[config.mk]
export PLATFORM = sky130hd
export DESIGN_NAME = shift_sub_divider_flat
export DESIGN_NICKNAME = d
export VERILOG_FILES = /design/src/rtl/shift_sub_divider_if.sv /design/src/rtl/shift_sub_divider.sv /design/src/flat_wrapper.sv
export SDC_FILE = /design/constraint.sdc
export NUM_CORES = 1
export LEC_CHECK = 0
export BUFFER_PORTS_ARGS = -buffer_cell sky130_fd_sc_hd__buf_4
export CORE_ASPECT_RATIO = 1.25
export CORE_MARGIN = 2
export CORE_UTILIZATION = 45
export DETAILED_ROUTE_END_ITERATION = 8
export PLACE_DENSITY = 0.75
export SLEW_MARGIN = 20
export SYNTH_ARGS = -nofsm -noshare
export SYNTH_HDL_FRONTEND = slang
export SYNTH_SLANG_ARGS = --single-unit
[constraint.sdc]
create_clock -name clk -period 3.2 [get_ports clk]
set_input_delay 0.48 -clock clk [delete_from_list [all_inputs] [get_ports clk]]
set_output_delay 0.48 -clock clk [all_outputs]
set_load 0.1 [all_outputs]
[src/rtl/shift_sub_divider_if.sv]
// Start/done handshake and operand/result bus between the execute stage and
// the shift-subtract divider. The execute stage is the master; the divider
// is the slave.
interface shift_sub_divider_if #(
  parameter int W = 32
) ();
  logic         start;
  logic         br_mispredict;
  logic         div_signed;
  logic [W-1:0] a;
  logic [W-1:0] b;
  logic [W-1:0] quotient;
  logic [W-1:0] remainder;
  logic         done;

  modport master (
    output start, br_mispredict, div_signed, a, b,
    input  quotient, remainder, done
  );

  modport slave (
    input  start, br_mispredict, div_signed, a, b,
    output quotient, remainder, done
  );
endinterface

[src/rtl/shift_sub_divider.sv]
// Iterative restoring shift-subtract divider for DIV/DIVU/REM/REMU.
// Operands are captured as magnitudes, one quotient bit is produced per
// CALC cycle, and the result sign is fixed up combinationally in DONE.
// Divide-by-zero and signed overflow bypass CALC and finish in one cycle.
module shift_sub_divider #(
  parameter int OPERAND_WIDTH = 32
) (
  input logic                clk,
  input logic                rst,
  shift_sub_divider_if.slave bus
);
  localparam int W  = OPERAND_WIDTH;
  localparam int CW = $clog2(W);
  localparam logic [W-1:0]  MIN_NEG  = {1'b1, {(W-1){1'b0}}};
  localparam logic [CW-1:0] LAST_CNT = CW'(W - 1);

  typedef enum logic [1:0] {
    ST_IDLE,
    ST_CALC,
    ST_DONE
  } state_t;

  state_t        state_q, state_d;
  logic [W:0]    rem_q, rem_d;       // partial remainder, one guard bit
  logic [W-1:0]  quo_q, quo_d;       // dividend shifts out as quotient shifts in
  logic [W-1:0]  div_q, div_d;       // divisor magnitude
  logic [CW-1:0] cnt_q, cnt_d;
  logic          neg_quo_q, neg_quo_d;
  logic          neg_rem_q, neg_rem_d;

  logic          a_neg, b_neg;
  logic [W-1:0]  a_mag, b_mag;
  logic          b_zero, sgn_ovf;
  logic [W:0]    trial, diff;
  logic          fits;
  logic          done_w;

  // Operand conditioning: magnitudes and special-case detection at capture.
  always_comb begin
    a_neg   = bus.div_signed & bus.a[W-1];
    b_neg   = bus.div_signed & bus.b[W-1];
    a_mag   = a_neg ? (~bus.a + 1'b1) : bus.a;
    b_mag   = b_neg ? (~bus.b + 1'b1) : bus.b;
    b_zero  = (bus.b == '0);
    sgn_ovf = bus.div_signed && (bus.a == MIN_NEG) && (bus.b == '1);
  end

  // One restoring step: shift in the next dividend bit and trial-subtract.
  always_comb begin
    trial = {rem_q[W-1:0], quo_q[W-1]};
    diff  = trial - {1'b0, div_q};
    fits  = (trial >= {1'b0, div_q});
  end

  // Next-state and datapath update; a flush wins over everything else.
  always_comb begin
    state_d   = state_q;
    rem_d     = rem_q;
    quo_d     = quo_q;
    div_d     = div_q;
    cnt_d     = cnt_q;
    neg_quo_d = neg_quo_q;
    neg_rem_d = neg_rem_q;

    if (bus.br_mispredict) begin
      state_d   = ST_IDLE;
      rem_d     = '0;
      quo_d     = '0;
      div_d     = '0;
      cnt_d     = '0;
      neg_quo_d = 1'b0;
      neg_rem_d = 1'b0;
    end else begin
      case (state_q)
        ST_IDLE: begin
          if (bus.start) begin
            cnt_d = '0;
            div_d = '0;
            if (b_zero) begin
              // Result is stored already signed-correct, so no fix-up.
              quo_d     = '1;
              rem_d     = {1'b0, bus.a};
              neg_quo_d = 1'b0;
              neg_rem_d = 1'b0;
              state_d   = ST_DONE;
            end else if (sgn_ovf) begin
              quo_d     = bus.a;
              rem_d     = '0;
              neg_quo_d = 1'b0;
              neg_rem_d = 1'b0;
              state_d   = ST_DONE;
            end else begin
              quo_d     = a_mag;
              rem_d     = '0;
              div_d     = b_mag;
              neg_quo_d = a_neg ^ b_neg;
              neg_rem_d = a_neg;
              state_d   = ST_CALC;
            end
          end
        end

        ST_CALC: begin
          quo_d = {quo_q[W-2:0], fits};
          rem_d = fits ? diff : trial;
          cnt_d = cnt_q + 1'b1;
          if (cnt_q == LAST_CNT) begin
            state_d = ST_DONE;
          end
        end

        ST_DONE: begin
          if (!bus.start) begin
            state_d = ST_IDLE;
            cnt_d   = '0;
          end
        end

        default: begin
          state_d = ST_IDLE;
        end
      endcase
    end
  end

  // State and datapath registers with asynchronous clear.
  always_ff @(posedge clk or posedge rst) begin
    if (rst) begin
      state_q   <= ST_IDLE;
      rem_q     <= '0;
      quo_q     <= '0;
      div_q     <= '0;
      cnt_q     <= '0;
      neg_quo_q <= 1'b0;
      neg_rem_q <= 1'b0;
    end else begin
      state_q   <= state_d;
      rem_q     <= rem_d;
      quo_q     <= quo_d;
      div_q     <= div_d;
      cnt_q     <= cnt_d;
      neg_quo_q <= neg_quo_d;
      neg_rem_q <= neg_rem_d;
    end
  end

  // Results are visible only in DONE; negating zero stays zero.
  assign done_w        = (state_q == ST_DONE);
  assign bus.done      = done_w;
  assign bus.quotient  = !done_w ? '0 :
                         (neg_quo_q ? (~quo_q + 1'b1) : quo_q);
  assign bus.remainder = !done_w ? '0 :
                         (neg_rem_q ? (~rem_q[W-1:0] + 1'b1) : rem_q[W-1:0]);

endmodule

[src/flat_wrapper.sv]
// flat-port wrapper written by rule: the top's interface ports become plain ports
module shift_sub_divider_flat 
#(
  parameter int OPERAND_WIDTH = 32
)
  (clk, rst, bus_start, bus_br_mispredict, bus_div_signed, bus_a, bus_b, bus_quotient, bus_remainder, bus_done);
  shift_sub_divider_if #(.W(32)) bus_i ();
  input logic clk;
  input logic rst;
  input wire logic [$bits(bus_i.start)-1:0] bus_start;
  input wire logic [$bits(bus_i.br_mispredict)-1:0] bus_br_mispredict;
  input wire logic [$bits(bus_i.div_signed)-1:0] bus_div_signed;
  input wire logic [$bits(bus_i.a)-1:0] bus_a;
  input wire logic [$bits(bus_i.b)-1:0] bus_b;
  output wire logic [$bits(bus_i.quotient)-1:0] bus_quotient;
  output wire logic [$bits(bus_i.remainder)-1:0] bus_remainder;
  output wire logic [$bits(bus_i.done)-1:0] bus_done;
  assign bus_i.start = bus_start;
  assign bus_i.br_mispredict = bus_br_mispredict;
  assign bus_i.div_signed = bus_div_signed;
  assign bus_i.a = bus_a;
  assign bus_i.b = bus_b;
  assign bus_quotient = bus_i.quotient;
  assign bus_remainder = bus_i.remainder;
  assign bus_done = bus_i.done;
  shift_sub_divider #(.OPERAND_WIDTH(OPERAND_WIDTH)) u_core (.clk(clk), .rst(rst), .bus(bus_i));
endmodule
## After elaboration in Yosys (flattened, before gate mapping)

Cells that the tools add are included.

| storage, ports and cells | value |
|---|---|
| bits in registers | 105 |
| input bits | 69 |

| operators by class | value |
|---|---|
| add/subtract/negate cells | 6 |
| magnitude comparators | 1 |
| eq/ne operators | 8 |
| mux-type cells | 42 |
| bitwise logic cells | 7 |
| reduce and logical (&&, ||, !) cells | 12 |

Operators by type and width:

| cell | count |
|---|---|
| $mux W32 | 19 |
| $add A32 B1 Y32 const B | 4 |
| $not A32 Y32 | 4 |
| $pmux W32 S2 | 2 |
| $eq A32 B32 Y1 const B | 2 |
| $ge A33 B32 Y1 | 1 |
| $logic_not A32 Y1 | 1 |
| $sub A32 B32 Y32 | 1 |
| $mux W5 | 3 |
| $pmux W5 S3 | 1 |
| $mux W2 | 6 |
| $mux W1 | 10 |
| $ne A3 B3 Y1 const B | 2 |
| $pmux W2 S3 | 1 |
| $reduce_and A3 Y1 | 2 |
| $add A5 B1 Y5 const B | 1 |
| $eq A5 B5 Y1 const B | 1 |
| $reduce_and A2 Y1 | 2 |
| $reduce_bool A2 Y1 | 2 |
| $reduce_bool A4 Y1 | 1 |
| $ne A3 B2 Y1 const B | 1 |
| $reduce_bool A3 Y1 | 1 |
| $and A1 B1 Y1 | 2 |
| $eq A2 B1 Y1 const B | 1 |
| 4 further kinds | 5 |

## Longest topological paths before layout

Gate-level depths: netlist of the first run.

| logic depth | value |
|---|---|
| depth after elaboration | 8 |
| depth in mapped cells | 13 |
| depth with buffers taken out | 12 |

## Worst setup path before layout of the first run

OpenSTA, ideal clock, no wires.

| timing | value |
|---|---|
| path type | register -> output |
| from | reg u_core.quo_q[7] |
| to | out bus_quotient[29] |
| arrival | 3701 ps |
| required time | 2720 ps |
| setup slack | -981 ps |
| cell stages (with the launch flop) | 9 |
| path through | dfrtp_1 or4_4 or4_4 or3_4 or3_4 or4_4 o41ai_4 xnor2_1 and2_1 |

| on the way | value |
|---|---|
| longest elaborated chain between the ends | 4 |

RTL lines:

| item | RTL line | text |
|---|---|---|
| start, declared | shift_sub_divider.sv:25 | `logic [W-1:0] quo_q, quo_d;` |
| start signal, assigned | shift_sub_divider.sv:139 | `quo_q <= quo_d;` |
| $not A32 Y32 | shift_sub_divider.sv:151 | `(neg_quo_q ? (~quo_q + 1'b1) : quo_q);` |
| $add A32 B1 Y32 | shift_sub_divider.sv:151 |  |
| $mux W32 | shift_sub_divider.sv:151 |  |
| $mux W32 | shift_sub_divider.sv:150 | `assign bus.quotient = !done_w ? '0 :` |
| end, declared | flat_wrapper.sv:15 | `output wire logic [$bits(bus_i.quotient)-1:0] bus_quotient;` |

Every way passes these cells.

## Worst setup path in the final report of the first run

Ends and elaborated chain as after synthesis.

==> results of run 1 <==
==> worst paths after layout <==
check	startpoint	end	slack, ps	cells past startpoint
max	u_core.quo_q[7]	bus_quotient[29]	-930	9
max in group asynchronous	rst	u_core.div_q[22]	2230	3
min in group clk	bus_a[1]	u_core.rem_q[1]	410	3
min	rst	u_core.quo_q[5]	310	2
min reg2reg	u_core.div_q[22]	u_core.div_q[22]	480	2
max reg2reg	u_core.rem_q[6]	u_core.rem_q[2]	60	13
==> cells by family (layout without fill, tap and decap cells) <==
kind of cell	count (synthesis)	in the layout	synth area share (%)
compound gates	370	370	23.47
simple gates	431	431	22.97
fa+ha+maj	43	43	5.597
mux	30	30	3.107
buf+inv	126	341	4.878
flops	105	105	26.96
xor+xnor	145	145	13.03
==> layout make-up <==
| type | instances | area [um2] | area share (%) |
|---|---|---|---|
| clock buffers | 11 | 242.7 | 1.834 |
| clock inverters | 5 | 55.05 | 0.4159 |
| inverters | 59 | 225.2 | 1.701 |
| multi-input cells | 1019 | 7166 | 54.14 |
| flip-flops and latches | 105 | 2628 | 19.85 |
| well taps | 279 | 349.1 | 2.637 |
| repair buffers | 266 | 2571 | 19.43 |
==> power by group through the flow <==
stage / registers, mW / clock network, mW / logic (mW)
2_1_floorplan: 2.20 / 0 / 7.21
3_3_place_gp: 2.24 / 0 / 11.6
3_5_place_dp: 2.27 / 0 / 11.7
4_1_cts: 2.29 / 1.15 / 12.5
5_1_grt: 2.40 / 1.20 / 15.3
6_report: 2.35 / 1.14 / 14.3
==> metrics by stage <==
stage	hold WS [ps]	TNS [ps]	utilization (%)	std cells	area, um2
floorplan	449.8	-1857	-	1250	9897
global placement	461.5	-3721	55.73	1707	11920
detailed placement	471.0	-4160	55.73	1707	11920
CTS	322.0	-10770	60.01	1728	12840
global route	357.0	-16160	61.87	1744	13240
finish	307.7	-13900	61.87	1744	13240
==> state kept, by name (all words and copies together) (netlist names) <==
| name | cells |
|---|---|
| u_core.div_q | 32 |
| u_core.quo_q | 32 |
| u_core.rem_q | 32 |
| u_core.cnt_q | 5 |
| u_core.state_q | 2 |
| u_core.neg_quo_q | 1 |
| u_core.neg_rem_q | 1 |
==> cells in the mapped netlist, types with 4 or more instances <==
master	n
o21ai_0	117
nand2_1	107
a21oi_1	105
dfrtp_1	105
xnor2_1	97
nor2_1	81
and2_1	66
clkbuf_1	60
inv_1	58
xor2_1	48
nor3_1	44
ha_1	42
o31ai_1	34
mux2i_1	28
a22oi_1	21
nand3_1	21
nand4_1	19
a31oi_1	15
nor4_1	14
or4_1	14
o41ai_1	13
or3_1	12
a21o_1	11
nor2b_1	10
nand2b_1	9
a22o_1	6
and3_1	6
o21a_1	6
a221o_1	5
buf_1	5
o21bai_1	5
a21boi_0	4
and3b_1	4
nor3b_1	4
o211ai_1	4
==> timing repair <==
item	CTS	global route
setup endpoints to repair	32	64
hold buffers	0	0
gates cloned	0	1
buffers inserted	5	15
resized for setup	136	61
pin swaps	14	25
==> critical path: cells and delay by family, from the launching register on <==
family	cells	cell delay [ps]
compound gates	1	240
xor+xnor	1	150
buf+inv	1	170
flops	1	380
simple gates	6	2340
==> per-layer routing <==
layer / global-route usage (%) / share of wire, % / routed length [um] / vias to the layer above
li1: - / - / - / 4914
met1: 33.21 / 39 / 12420 / 4848
met2: 46.16 / 50 / 16140 / 480
met3: 3.175 / 7.1 / 2289 / 96
met4: 12.41 / 4.0 / 1270 / 0
met5: 0 / 0 / 0 / -
==> metrics, run 1 <==
number of global-route vias before repair between 9000 and 10000; drt drc 0; worst slew pin tran 1055 ps; type of origin of the critical path register; synthesized area per cell 7.797 um2; register area share after synthesis 26.96%; WL final 32120 um; critical path capture point type primary output; worst skew pair latency 360 ps; Final Hold Fails 0; First DRT Iteration DRCs about 860; setup slack at placement -622.2 ps; Clock Skew 8.062 ps; crit share post-route 129.1%; Synth top area share 26.96%; first-pass GRT wire length 49360 um; antenna cells 0; Tot Pwr 17.81 mW; Filler cells approximately 1800; Worst Hold Class in -> async; die width 135.6 um; Worst EP required approximately 2700 ps; Pre-Repair DR Iteration Count 5; status finished with violations; FFs w/ async S/R, synth 100.0%; RSZ-0062 raised after global routing yes; TritonCTS clock tree yes; combinational power share 80.4%; crit path max-delay cell type or4_4; I/O pin count around 130; Crit path arrival time 3650 ps; highest clock rate 242.0 MHz; total congestion overflow 0; initial antenna violation count 0; Syn Std Cell Area 9747 um2; largest area contributor in the netlist dfrtp_1; Post-DRT Antenna Nets 0; post-route minimum period 4132 ps; most frequent cells in the layout 211 x buf_4, 105 x o21ai_0, 105 x dfrtp_1; standby leakage power 5.674 nW; synth top area cells dfrtp_1 27%, xnor2_1 8.7%, o21ai_0 6.0%; Initial Utilization a little under half; Cell Chain, Critical Path or4_4 > or4_4 > or3_4 > or3_4 > or4_4 > o41ai_4 > xnor2_1 > and2_4 > buf_12; fraction of layout cells with a size suffix above 1 26.55%; final setup fails 32; most frequent CP cell or4_4; Post-synth EDFFs 0; predominant post-synthesis flop cell dfrtp_1; clock sinks ~110; PortBufs between 100 and 150; Cells after Synth 1250; Pint 8.998 mW; Clock Tree Buf Depth 2; Critical Path Max Stage Delay 530 ps; Num CTS Buffers 9; H-tree level count 3; Net Count, Synth 1362; PwrDens 1346 nW/um2; Cell Rows 60; Die Height approximately 170 um; largest net degree at the start of global routing 47; dpl hpwl 23140 um; Pins Over Slew Limit 0; sw frac between 40% and 50%; crit path kind reg -> out; worst relative slew slack 29.69%; global placement routability congestion around 0.95; Worst-path clk slew about 70 ps; die area 22860 um2; synthesized flop and latch total 105; Net Switching 8.817 mW; peak supply drop around 1 mV; final worst setup slack -932.3 ps; Clk pwr share 6.4%; vias between 10000 and 15000; sequential share of power 13.2%; worst-path fanout max 3; Max-cap violations 0; commonest non-fill, non-tap cell in the layout buf_4; core area between 20000 and 25000 um2; failing checks setup timing; Nets 1572; yosys warns 0; Root Buffer clkbuf_16; Overall Global Routing Usage 26.76%; Avg Vias per Cell 5.928; post-synth cell types 66; WL/cell approximately 18 um; area grow syn2layout 35.80%
Note: power is estimated with default switching activity, not from simulation.
==> inputs of run 2 (changes only) <==
CELL_PAD_IN_SITES_DETAIL_PLACEMENT = 1   (was unset)
CELL_PAD_IN_SITES_GLOBAL_PLACEMENT = 1   (was unset)
CORE_UTILIZATION = 40   (was 45)
CTS_BUF_LIST = sky130_fd_sc_hd__clkbuf_16   (was unset)
CTS_CLUSTER_SIZE = 20   (was unset)
PLACE_DENSITY = 0.87   (was 0.75)
==> run 2 against run 1 <==
Net effect: the run still ends with setup timing left; maximum frequency shrank 4.5%; clock-buffer cell count down 2; hold slack worse by 300 ps; sequential share of layout area shrank 0.60 points; sequential cell count unchanged; die area up 12%.
==> metrics, run 2 (synthesized netlist as in run 1, its figures left out) <==
Cell Rows 63 (+5.0%); TritonCTS clock tree yes; worst slew pin tran 1259 ps (+204.7 ps); worst-path fanout max 3 (unchanged); WL/cell 25.83 um (+40%); final worst setup slack -1125 ps (-192.7 ps); reg-to-reg startpoint u_core.rem_q[2]; RSZ-0062 raised after global routing yes; highest clock rate 231.2 MHz (-4.5%); Die Height 178.5 um (+5.9%); worst skew pair latency 380 ps (+20 ps); Initial Utilization 40.94% (-4.6 points); Avg Vias per Cell 6.396 (+7.9%); Final Hold Fails 0 (unchanged); Max-cap violations 0 (unchanged); worst relative slew slack 16.04% (-14 points); Clock Tree Buf Depth 2 (unchanged); core area 23810 um2 (+11%); Filler cells 2790 (+54%); I/O pin count 134 (unchanged); type of origin of the critical path register; FF-to-FF setup slack -260 ps (-320 ps); Worst Reg2Reg Path Length in Cells 15 (+2); drt drc 0 (unchanged); failing checks setup timing; initial antenna violation count 1 (+1); final setup fails 71 (+120%); first-pass GRT wire length 62510 um (+27%); vias 11570 (+12%); Crit path depth 9 (unchanged); post-route minimum period 4325 ps (+192.7 ps); most frequent CP cell or4_4; commonest non-fill, non-tap cell in the layout buf_4; Worst EP required 2720 ps (about the same); Core Util, Final 57.45% (-4.4 points); Clock Skew 9.688 ps (+1.626 ps); Overall Global Routing Usage 31.09% (+4.3 points); die width 143.6 um (+5.9%); number of global-route vias before repair 11700 (+18%); fraction of layout cells with a size suffix above 1 29.99% (+3.4 points); PortBufs 133 (unchanged); Pre-Repair DR Iteration Count 5 (unchanged); First DRT Iteration DRCs 1006 (+18%); largest net degree at the start of global routing 64 (+36%); die area 25640 um2 (+12%); Reg-to-Reg End u_core.rem_q[5]; Worst Hold Class in -> async; Top Registers u_core.div_q x32, u_core.quo_q x32, u_core.rem_q x32; crit share post-route 135.2% (+6.0 points); Num CTS Buffers 9 (unchanged); Critical Path Max Stage Delay 580 ps (+50 ps); post-route cell area 13680 um2 (+3.3%); delay-heaviest family, CP simple AND/OR/NAND/NOR gates; critical path capture point type primary output; Cell Chain, Critical Path or4_4 > or4_4 > or3_4 > or3_4 > or4_4 > o41ai_4 > xnor2_1 > and2_4 > buf_12; antenna cells 0 (unchanged); Crit path arrival time 3840 ps (+190 ps); WL final 46720 um (+45%); Worst-path clk slew 70 ps (about the same); Post-CTS Hold Buffers 0 (unchanged); DP Area 12040 um2 (+0.97%); global placement routability congestion 0.8887 (-6.0%); Nets 1593 (+1.3%); crit path buf inv count 1 (unchanged); area grow syn2layout 40.32%; crit path max-delay cell type or4_4; Pins Over Slew Limit 0 (unchanged); total congestion overflow 0 (unchanged); clock sinks 105 (unchanged); H-tree level count 3 (unchanged); status finished with violations; Root Buffer clkbuf_16; Post-DRT Antenna Nets 0 (unchanged); crit path kind reg -> out; most frequent cells in the layout 236 x buf_4, 103 x a21oi_1, 101 x dfrtp_1; dpl hpwl 27940 um (+21%)
-- run 2: changes by cell type in the layout (fill, tap and decap cells not counted), moves of 7 or more --
| cell | delta |
|---|---|
| buf_4 | +25 |
| xnor2_2 | +7 |
| xnor2_1 | -7 |
| ha_1 | -8 |
| and2_4 | +7 |
-- run 2: stage by stage --
stage	TNS, ps	hold slack [ps]	std cells	worst slack, ps
2_1_floorplan	-1857	449.8	1250	-564.4
3_3_place_gp	-3566	406.2	1764	-599.5
3_5_place_dp	-5150	408.0	1764	-645.2
4_1_cts	-13230	26.26	1788	-929.3
5_1_grt	-26440	32.41	1809	-1145
6_report	-24510	11.91	1809	-1125
-- run 2: how the worst max path moves through the flow --
stage / to / slack (ps) / start
after CTS: bus_quotient[31] / -930 / u_core.quo_q[8]
after global placement: bus_quotient[29] / -600 / u_core.quo_q[7]
after global routing: bus_quotient[29] / -1150 / u_core.quo_q[7]
after detailed placement: bus_quotient[29] / -650 / u_core.quo_q[8]
after floorplan: bus_quotient[29] / -560 / u_core.quo_q[7]
final: bus_quotient[29] / -1120 / u_core.quo_q[7]
-- run 2: what timing repair did --
action	4_1_cts	5_1_grt
pin swaps	23	28
setup endpoints to repair	37	70
resized for setup	169	90
gates cloned	0	2
buffers inserted	10	21
-- run 2: area by class of cell --
cell class / count / area [um2] / area share [%]
Sequential cell: 105 / 2633 / 19.25
Clock inverter: 5 / 50.05 / 0.3659
Tap cell: 325 / 406.6 / 2.973
Inverter: 59 / 225.2 / 1.647
Timing Repair Buffer: 287 / 2731 / 19.97
Multi-Input combinational cell: 1019 / 7406 / 54.15
Clock buffer: 9 / 225.2 / 1.647
-- run 2: metal layers --
layer | up-vias | part of all wire (%) | track usage, %
met3 | 272 | 8.3 | 4.000
met1 | 5626 | 35 | 34.86
met5 | - | 0 | 0
met2 | 747 | 49 | 56.35
li1 | 4926 | - | -
met4 | 0 | 7.8 | 17.44
Power of run 2 is not shown: default switching activity piles up to over one toggle a cycle in this logic, so the estimate is an artifact.
==> inputs of run 3 (changes only) <==
ABC_AREA = 1   (was unset)
CORE_UTILIZATION = 38   (was 40)
==> run 3 against run 2 <==
Net effect: the flow now finishes without violations; critical path type unchanged; critical endpoint is now bus_remainder[31]; wire length increased by 2.1%; sequential cell count is the same; clock skew is 0.91 ps higher.
==> metrics, run 3 <==
synthesized flop and latch total 105 (unchanged); Net Count, Synth 2128 (+56%); Placed Instances 2515 (+43%); Reg-to-Reg End u_core.rem_q[24]; Cells after Synth 2016 (+61%); vias 13850 (+20%); initial antenna violation count 0 (-1); post-route minimum period 3114 ps (-1211 ps); Cell Rows 71 (+13%); fraction of layout cells with a size suffix above 1 15.00% (-15 points); area grow syn2layout 18.50%; Avg Vias per Cell 5.464 (-15%); First DRT Iteration DRCs 749 (-26%); largest net degree at the start of global routing 74 (+16%); top cells by count, synth 595 x nand2_1, 287 x inv_1, 218 x nor2_1; Critical Path Max Stage Delay 480 ps (-100 ps); TritonCTS clock tree yes; worst relative slew slack 48.35% (+32 points); Clk pwr share 8.8%; WL final 47710 um (+2.1%); Overall Global Routing Usage 29.28% (-1.8 points); synthesized area per cell 5.820 um2 (-25%); Synth top area share 22.39% (-4.6 points); Worst Hold Class in -> async; Crit path depth 8 (-1); final setup fails 0 (-100%); type of origin of the critical path register; Syn Std Cell Area 11730 um2 (+20%); predominant post-synthesis flop cell dfrtp_1; FFs w/ async S/R, synth 100.0% (unchanged); FF-to-FF setup slack 400 ps (+660 ps); combinational power share 73.8%; Net Switching 7.968 mW; crit path buf inv count 1 (unchanged); Max-cap violations 0 (unchanged); PwrDens 939.5 nW/um2; dpl hpwl 38900 um (+39%); sw frac 61.00%; Top Registers u_core.div_q x32, u_core.quo_q x32, u_core.rem_q x32; worst-path fanout max 7 (+4); RSZ-0062 raised after global routing yes; post-route cell area 13900 um2 (+1.7%); most numerous cell in the Yosys netlist nand2_1; Pint 5.095 mW; yosys warns 0 (unchanged); standby leakage power roughly 7 nW; global placement routability congestion 0.9973 (+12%); Worst Reg2Reg Path Length in Cells 15 (unchanged); H-tree level count 3 (unchanged); Die Height 200.5 um (+12%); status completed; delay-heaviest family, CP simple AND/OR/NAND/NOR gates; Crit path arrival time 2630 ps (-1210 ps); Num CTS Buffers 9 (unchanged); Root Buffer clkbuf_16; Clock Skew 10.59 ps (+0.9066 ps); synth top area cells dfrtp_1 22%, nand2_1 19%, inv_1 9.2%; most frequent CP cell nand3_1; Final Hold Fails 0 (unchanged); drt drc 0 (unchanged); crit share post-route 97.30% (-38 points); PortBufs 133 (unchanged); Cell Chain, Critical Path nor2_1 > nand3_1 > nor4_1 > nand3_1 > nand3_1 > nand2_1 > nor2_1 > buf_4; Layout Cells excl Fill 2534 (+40%); WL/cell 18.83 um (-27%); Post-CTS Hold Buffers 0 (unchanged); Worst-path clk slew 80 ps (about the same); worst skew pair latency 380 ps (about the same); Post-DRT Antenna Nets 0 (unchanged); total congestion overflow 0 (unchanged); Worst EP required 2720 ps (about the same); number of global-route vias before repair 14230 (+22%); crit path kind reg -> out; die width 161.2 um (+12%); peak supply drop 0.3412 mV; DP Area 13410 um2 (+11%); Post-synth EDFFs 0 (unchanged); Pins Over Slew Limit 0 (unchanged); commonest non-fill, non-tap cell in the layout nand2_1; worst setup path end bus_remainder[31]; die area 32310 um2 (+26%); highest clock rate 321.2 MHz (+39%); antenna cells 0 (unchanged); clock sinks 105 (unchanged); core area 30290 um2 (+27%); Filler cells 4193 (+50%); final total negative setup slack 0 ps (+24510 ps); register area share after synthesis 22.39% (-4.6 points); sequential share of power 17.4%; CP startpoint u_core.rem_q[20]; post-synth cell types 48 (-27%); Nets 2240 (+41%); Pre-Repair DR Iteration Count 5 (unchanged); worst slew pin tran 773.1 ps (-486.3 ps); most frequent cells in the layout 588 x nand2_1, 287 x inv_1, 204 x nor2_1; crit path max-delay cell type dfrtp_1; reg-to-reg startpoint u_core.rem_q[7]; Initial Utilization 38.73% (-2.2 points); Clock Tree Buf Depth 2 (unchanged); I/O pin count 134 (unchanged); first-pass GRT wire length 74730 um (+20%); largest area contributor in the netlist dfrtp_1; critical path capture point type primary output
run 3: cell count changes in the layout (fill, tap and decap cells not counted), moves of 36 or more:
cell,delta
nand2_1,+488
inv_1,+230
nand3_1,+147
nor2_1,+124
buf_4,-86
xnor2_1,-70
a21oi_2,+46
o21ai_0,+37
buf_12,-36
run 3: worst min path at each step:
stage | endpoint | start | cells past startpoint
2_1_floorplan | u_core.div_q[26] | u_core.div_q[26] | 2
3_3_place_gp | u_core.div_q[30] | u_core.div_q[30] | 2
3_5_place_dp | u_core.div_q[26] | u_core.div_q[26] | 2
4_1_cts | u_core.quo_q[2] | rst | 2
5_1_grt | u_core.quo_q[2] | rst | 2
6_report | u_core.quo_q[0] | rst | 2
run 3: area by class of cell:
| type | instances | area (um2) | share of cell area, % |
|---|---|---|---|
| Inverter | 303 | 1141 | 8.207 |
| Clock inverter | 7 | 53.80 | 0.3869 |
| Tap cell | 401 | 501.7 | 3.608 |
| Clock buffer | 9 | 225.2 | 1.620 |
| Timing Repair Buffer | 163 | 1323 | 9.511 |
| Multi-Input combinational cell | 1546 | 8031 | 57.76 |
| Sequential cell | 105 | 2629 | 18.91 |
run 3: worst reg2reg max path: stages, from the launching register on:
cell,delay [ps]
dfrtp_1,480
ha_1,410
nand2_2,140
inv_2,30
nand2_1,50
nand2_1,80
inv_2,60
nand3_2,170
nand2_2,130
nand2_2,90
nand2_4,170
nand2_8,200
nor2_8,410
nand2_1,110
nand3_1,110
nand2_1,50
run 3: through the flow:
| stage | util (%) | worst slack (ps) | hold slack [ps] | power (mW) |
|---|---|---|---|---|
| 2_1_floorplan | - | -142.8 | 449.4 | 8.959 |
| 3_3_place_gp | 44.28 | 289.7 | 469.7 | 11.16 |
| 3_5_place_dp | 44.28 | 198.1 | 468.6 | 11.50 |
| 4_1_cts | 45.34 | 1.259 | 254.4 | 12.74 |
| 5_1_grt | 45.90 | -40.83 | 277.4 | 14.15 |
| 6_report | 45.90 | 86.36 | 225.6 | 13.06 |
run 3: cell families (layout without fill, tap and decap cells):
family                   count (synthesis)  count (layout)  synth area share [%]
buffers and inverters                  365             482                 12.29
adder cells (fa/ha/maj)                 43              43                 4.649
AND/OR/NAND/NOR                       1120            1120                 41.54
AO/OA/AOI/OAI                          331             331                 15.24
flip-flops                             105             105                 22.39
XOR/XNOR                                52              52                 3.881
run 3: metal layers:
metal / GRT usage [%] / vias up / routed length, um
met5: 0 / - / 0
met2: 52.77 / 395 / 23830
met3: 2.376 / 134 / 1617
met1: 33.31 / 6639 / 19000
met4: 18.11 / 0 / 3264
li1: - / 6678 / -
run 3: timing repair:
action	in CTS	in global routing
setup endpoints to repair	7	21
buffers inserted	0	3
gates resized for setup	14	40
pin swaps	1	6
run 3: power by group through the flow:
stage | clock network, mW | logic [mW] | registers, mW
floorplan | 0 | 6.87 | 2.09
global placement | 0 | 8.93 | 2.23
detailed placement | 0 | 9.23 | 2.27
CTS | 1.17 | 9.32 | 2.25
global route | 1.21 | 10.6 | 2.33
finish | 1.15 | 9.64 | 2.27
